===== src/rtl/tier_link_pkg.sv =====
// Shared definitions for the inter-tier TSV link: frame format, rx states and parity helper.
package tier_link_pkg;

  localparam int unsigned MAX_LANES = 64;
  localparam int unsigned CREDIT_W  = 2;

  typedef enum logic [1:0] {IDLE, DATA, PAR} rx_state_e;

  function automatic int unsigned frame_nbeats(input int unsigned width, input int unsigned lanes);
    return width / lanes;
  endfunction

  function automatic int unsigned beat_cnt_w(input int unsigned nbeats);
    return (nbeats > 1) ? $clog2(nbeats) : 1;
  endfunction

  // Column parity accumulates one beat at a time; callers zero-extend to MAX_LANES.
  function automatic logic [MAX_LANES-1:0] col_parity_step(input logic [MAX_LANES-1:0] acc,
                                                           input logic [MAX_LANES-1:0] beat);
    return acc ^ beat;
  endfunction

endpackage


===== src/rtl/tier_link_rx_fifo.sv =====
// Show-ahead receive buffer; a pop frees its slot for a push in the same cycle.
module tier_link_rx_fifo #(
  parameter int unsigned WIDTH = 32,
  parameter int unsigned DEPTH = 2
) (
  input  logic             clk1,
  input  logic             rst,
  input  logic             push,
  input  logic [WIDTH-1:0] din,
  input  logic             pop,
  output logic [WIDTH-1:0] dout,
  output logic             full,
  output logic             empty
);

  localparam int unsigned PW   = (DEPTH > 1) ? $clog2(DEPTH) : 1;
  localparam int unsigned CNTW = $clog2(DEPTH + 1);

  logic [WIDTH-1:0] mem [DEPTH];
  logic [PW-1:0]    wp;
  logic [PW-1:0]    rp;
  logic [CNTW-1:0]  cnt;
  logic             do_pop;
  logic             do_push;

  always_comb begin
    empty   = (cnt == '0);
    full    = (cnt == CNTW'(DEPTH));
    do_pop  = pop && !empty;
    do_push = push && (!full || do_pop);
    dout    = mem[rp];
  end

  always_ff @(posedge clk1) begin
    if (rst) begin
      wp  <= '0;
      rp  <= '0;
      cnt <= '0;
      for (int unsigned i = 0; i < DEPTH; i++) mem[i] <= '0;
    end else begin
      if (do_push) begin
        mem[wp] <= din;
        wp      <= (wp == PW'(DEPTH - 1)) ? '0 : wp + 1'b1;
      end
      if (do_pop) rp <= (rp == PW'(DEPTH - 1)) ? '0 : rp + 1'b1;
      case ({do_push, do_pop})
        2'b10:   cnt <= cnt + 1'b1;
        2'b01:   cnt <= cnt - 1'b1;
        default: cnt <= cnt;
      endcase
    end
  end

endmodule


===== src/rtl/tier_link_rx.sv =====
// Receive end of the TSV link: reassembles beats into words, checks column parity,
// buffers good words and returns consumed slots to the transmitter as credits.
module tier_link_rx
  import tier_link_pkg::*;
#(
  parameter int unsigned WIDTH = 32,
  parameter int unsigned LANES = 8,
  parameter int unsigned DEPTH = 2
) (
  input  logic                clk1,
  input  logic                rst,
  input  logic                tsv_vld_IN,
  input  logic                tsv_sof_IN,
  input  logic [LANES-1:0]    tsv_data_IN,
  output logic                out_vld_OUT,
  output logic [WIDTH-1:0]    out_data_OUT,
  input  logic                out_rdy_IN,
  output logic [CREDIT_W-1:0] credit_rtn_OUT,
  output logic                par_err_OUT,
  output logic                sof_err_OUT,
  output logic                ovf_err_OUT
);

  localparam int unsigned NBEATS = frame_nbeats(WIDTH, LANES);
  localparam int unsigned CW     = beat_cnt_w(NBEATS);

  rx_state_e        state;
  logic [CW-1:0]    cnt;
  logic [LANES-1:0] par;
  logic [LANES-1:0] par_acc;
  logic [WIDTH-1:0] asm_word;
  logic             par_beat;
  logic             push;
  logic             par_bad;
  logic             pop;
  logic             fifo_full;
  logic             fifo_empty;

  always_comb begin
    par_beat    = tsv_vld_IN && !tsv_sof_IN && (state == PAR);
    push        = par_beat && (tsv_data_IN == par);
    par_bad     = par_beat && (tsv_data_IN != par);
    out_vld_OUT = !fifo_empty;
    pop         = out_vld_OUT && out_rdy_IN;
    par_acc     = LANES'(col_parity_step(MAX_LANES'(par), MAX_LANES'(tsv_data_IN)));
  end

  always_ff @(posedge clk1) begin
    if (rst) begin
      state          <= IDLE;
      cnt            <= '0;
      par            <= '0;
      asm_word       <= '0;
      credit_rtn_OUT <= '0;
      par_err_OUT    <= 1'b0;
      sof_err_OUT    <= 1'b0;
      ovf_err_OUT    <= 1'b0;
    end else begin
      par_err_OUT    <= par_bad;
      sof_err_OUT    <= 1'b0;
      credit_rtn_OUT <= CREDIT_W'(pop) + CREDIT_W'(par_bad);
      if (push && fifo_full && !pop) ovf_err_OUT <= 1'b1;

      if (tsv_vld_IN) begin
        // SOF always restarts assembly; an aborted partial frame keeps its credit at the tx.
        if (tsv_sof_IN) begin
          if (state != IDLE) sof_err_OUT <= 1'b1;
          asm_word[LANES-1:0] <= tsv_data_IN;
          par                 <= tsv_data_IN;
          cnt                 <= CW'(1);
          state               <= (NBEATS == 1) ? PAR : DATA;
        end else begin
          case (state)
            DATA: begin
              asm_word[cnt*LANES +: LANES] <= tsv_data_IN;
              par                          <= par_acc;
              if (cnt == CW'(NBEATS - 1)) begin
                cnt   <= '0;
                state <= PAR;
              end else begin
                cnt <= cnt + 1'b1;
              end
            end
            PAR: begin
              cnt   <= '0;
              state <= IDLE;
            end
            default: state <= IDLE;
          endcase
        end
      end
    end
  end

  tier_link_rx_fifo #(
    .WIDTH(WIDTH),
    .DEPTH(DEPTH)
  ) u_fifo (
    .clk1 (clk1),
    .rst  (rst),
    .push (push),
    .din  (asm_word),
    .pop  (pop),
    .dout (out_data_OUT),
    .full (fifo_full),
    .empty(fifo_empty)
  );

endmodule


===== config.mk =====
export PLATFORM = sky130hd
export DESIGN_NAME = tier_link_rx
export DESIGN_NICKNAME = d
export VERILOG_FILES = /design/src/rtl/tier_link_pkg.sv /design/src/rtl/tier_link_rx_fifo.sv /design/src/rtl/tier_link_rx.sv
export SDC_FILE = /design/constraint.sdc
export NUM_CORES = 1
export LEC_CHECK = 0
export ABC_AREA = 1
export ABC_CLOCK_PERIOD_IN_PS = 5200
export CORE_MARGIN = 2
export CORE_UTILIZATION = 57
export DETAILED_ROUTE_END_ITERATION = 10
export MAX_ROUTING_LAYER = met4
export PLACE_DENSITY = 0.82
export SLEW_MARGIN = 20
export SYNTH_ARGS = -nofsm -noshare
export SYNTH_HDL_FRONTEND = slang
export SYNTH_SLANG_ARGS = --single-unit

===== constraint.sdc =====
create_clock -name clk1 -period 5.2 [get_ports clk1]
set_input_delay 0.78 -clock clk1 [delete_from_list [all_inputs] [get_ports clk1]]
set_output_delay 0.78 -clock clk1 [all_outputs]
set_load 0.02 [all_outputs]

==> out/results.tsv <==
stage	metric	value	unit
cts	CTS clk-pin slew, worst paths	0.06	ns
run_status	outcome	finished, final reports clean	
sta	clock skew	0.0106	ns
cts	Clock Latency Late Sink	0.53	ns
floorplan	Rows	34	
drt	DRC	0	
grt	first-pass GRT wire length	17800	µm
drt	routed len/inst	15.7	µm
place	GP Congestion	0.922	
drt	Vias per Instance	5.52	
critical_path	crit-path leading delay family	buffers and inverters	
critical_path	worst-path maximum fanout	40	
yosys	register bit total from synthesis	118	
yosys	Mapped Area	5200	µm²
finish	Layout Nets	601	
job	max-cap viol count	0	
power	pwr dens	380	nW/µm²
drt	TritonRoute pass-1 iters	5	
cts	clk buf depth	2	
critical_path	endpoint class of the critical path	flip-flop	
floorplan	core area	8810	µm²
drt	Routed Antenna Nets	0	
grt	GRT Util Overall	0.241	
finish	Area Growth Syn to Fin	21.4	%
drt	Iter 0 DRT Violations	362	
critical_path	Worst Path Buf+Inv	2	
sta	Fin Setup TNS	0	ns
sta	final worst path period need	3.06	ns
critical_path	CP startpoint kind	input pin	
floorplan	Die X-Extent	99.5	µm
grt	number of global-route vias before repair	3774	
sta	Final Hold Vio Count	0	
cts	CTS H-tree depth	4	
cts	clock root buffer	clkbuf_8	
cts	CTS buffer count	17	
sta	Max Freq	327	MHz
cts	Post-CTS Setup Bufs	0	
grt	initial antenna violation count	0	
sta	Final period util	0.588	
yosys	sequential fraction of the synthesis area	0.577	
sta	Max-slew headroom	0.285	
cts	PostCTS Resize Cnt	0	
yosys	Synth cell types	26	
finish	ant diodes	0	
critical_path	Arr. time, crit path	3.40	ns
yosys	Syn Nets	556	
finish	utilization after layout	0.718	
sta	final setup fails	0	
place	I/O Buffers	50	
grt	grt total ovfl	0	
power	Max VDD drop	300	µV
grt	pin count of the biggest net entering global routing	41	
cts	hold_buf cts	0	
critical_path	CP max-delay cell	inv_1	
power	P_leak	2.43	nW
yosys	syn_area_per_cell	9.71	µm²
yosys	Yosys Warn Count	0	
place	Post-DP HPWL	6800	µm
hold_path	HP Class	reg2reg	
critical_path	critical-path cell list	clkdlybuf4s50_1, inv_1, nand4_4, nor2_1	
critical_path	Critical Path Max Stage Delay	0.93	ns
floorplan	Top-Level Pins	51	
floorplan	Die H	99.5	µm
sta	worst slew pin tran	1.07	ns
floorplan	initial core utilization	0.591	
critical_path	CP Class	in2reg	
sta	Slew Limit Fails	0	
cts	clk sink count	118	
critical_path	Worst Path Required	5.54	ns
drt	final wirelength	11000	µm
cts	TritonCTS clock tree	built	
floorplan	DIE AREA	9910	µm²
sta	RSZ-0062 raised after global routing	false	
drt	Vias	3875	
finish	Filler Cell Count	595	
yosys	Mapped Cells	536	
finish	fraction of layout cells with a size suffix above 1	0.123	
layer usage:
layer / global-route usage / share of wire / vias up
met5: - / 0 / -
met3: 0.0625 / 0.076 / 21
li1: - / - / 1891
met2: 0.375 / 0.48 / 164
met4: 0.0927 / 0.020 / 0
met1: 0.304 / 0.42 / 1799
flip-flops by register name, indices dropped and copies added, names as in the netlist, named ones only:
signal          count
u_fifo.cnt          2
cnt                 2
credit_rtn_OUT      2
ovf_err_OUT         1
u_fifo.wp           1
par_err_OUT         1
par                 8
u_fifo.mem         64
state               2
u_fifo.rp           1
asm_word           32
sof_err_OUT         1
path summary, 6_finish.rpt:
kind	end	depth (start not counted)	slack (ns)	from
max	u_fifo.mem[0][22]$_SDFFCE_PN0P_	4	2.14	rst
min	asm_word[17]$_SDFFE_PP0P_	2	0.48	asm_word[17]$_SDFFE_PP0P_
max reg2reg	asm_word[9]$_SDFFE_PP0P_	7	2.27	cnt[0]$_SDFFE_PP0P_
min reg2reg	asm_word[17]$_SDFFE_PP0P_	2	0.48	asm_word[17]$_SDFFE_PP0P_
synthesized netlist by cell type:
| cell | count | area [µm²] |
|---|---|---|
| a31oi_1 | 28 | 175 |
| buf_6 | 6 | 67.6 |
| nor2_4 | 1 | 11.3 |
| a21oi_1 | 22 | 110 |
| buf_1 | 3 | 11.3 |
| nor2_2 | 3 | 18.8 |
| nor3_1 | 13 | 65.1 |
| o21ai_1 | 1 | 5.00 |
| inv_1 | 65 | 244 |
| nand3_1 | 19 | 95.1 |
| nand4_4 | 1 | 21.3 |
| o21ai_0 | 36 | 180 |
| mux2_2 | 32 | 360 |
| nor3b_1 | 8 | 60.1 |
| a211oi_1 | 1 | 7.51 |
| nor2_1 | 80 | 300 |
| clkinv_1 | 1 | 3.75 |
| nand4_1 | 1 | 6.26 |
| nand2_1 | 71 | 267 |
| clkbuf_1 | 10 | 37.5 |
| edfxtp_1 | 64 | 1920 |
| dfxtp_1 | 54 | 1080 |
| clkbuf_8 | 1 | 13.8 |
| buf_2 | 7 | 35.0 |
| ha_1 | 7 | 87.6 |
| nand3_4 | 1 | 17.5 |
cell usage in the layout (no fill, tap or decap):
cell,count
nand3_1,19
o21ai_2,1
clkbuf_8,1
a21oi_1,22
a211oi_1,1
clkinv_2,1
edfxtp_1,64
clkinvlp_4,2
dfxtp_1,54
ha_1,7
clkinv_1,1
clkinv_4,5
nand2_1,71
buf_4,3
clkbuf_1,1
clkbuf_16,16
bufinv_16,4
o21ai_0,35
nor3_1,13
nand4_1,1
a31oi_1,28
nor2_2,3
o21ai_1,1
nor2_1,80
clkdlybuf4s50_1,50
nor2_4,1
nand3_4,1
nand4_4,1
mux2_2,32
nor3b_1,8
inv_1,65
inv_6,2
worst reg2reg max path, stage by stage, from the launching register on:
cell	delay, ns
dfxtp_1	0.87
clkinv_1	0.51
ha_1	0.47
inv_1	0.12
nand2_1	0.25
nor3_1	0.25
o21ai_0	0.17
a21oi_1	0.21
cell type report:
class	instances	area, µm²	share of cell area
flip-flops and latches	118	3000	0.475
inverters	66	248	0.0392
multi-input cells	325	1790	0.284
repair buffers	53	523	0.0828
clock buffers	18	418	0.0661
well taps	108	135	0.0214
clock inverters	14	201	0.0319
kinds of logic after synthesis:
group,count (synthesis),share of synthesized area
AND/OR/NAND/NOR,198,0.166
flip-flops,118,0.577
buffers and inverters,93,0.0793
AO/OA/AOI/OAI,88,0.0918
multiplexers,32,0.0692
adder cells (fa/ha/maj),7,0.0168
metrics by stage:
step / power, mW / setup WS [ns] / std cells / hold slack (ns) / instance area (µm²)
final: 2.40 / 2.14 / 702 / 0.481 / 6320
after global routing: 2.46 / 1.91 / 702 / 0.512 / 6320
after CTS: 2.40 / 2.15 / 702 / 0.484 / 6320
after detailed placement: 1.20 / 1.60 / 670 / 0.472 / 5700
after global placement: 1.19 / 1.76 / 670 / 0.443 / 5700
after floorplan: 1.14 / 0.979 / 536 / 0.426 / 5200
where the power goes:
| group | switching (mW) | internal, mW | total (mW) |
|---|---|---|---|
| Clock | 0.432 | 0.783 | 1.22 |
| Sequential | 0.0180 | 1.01 | 1.03 |
| Combinational | 0.0996 | 0.0545 | 0.154 |
| Total | 0.550 | 1.85 | 2.40 |
No activity file was read; power rests on OpenSTA's default activity.
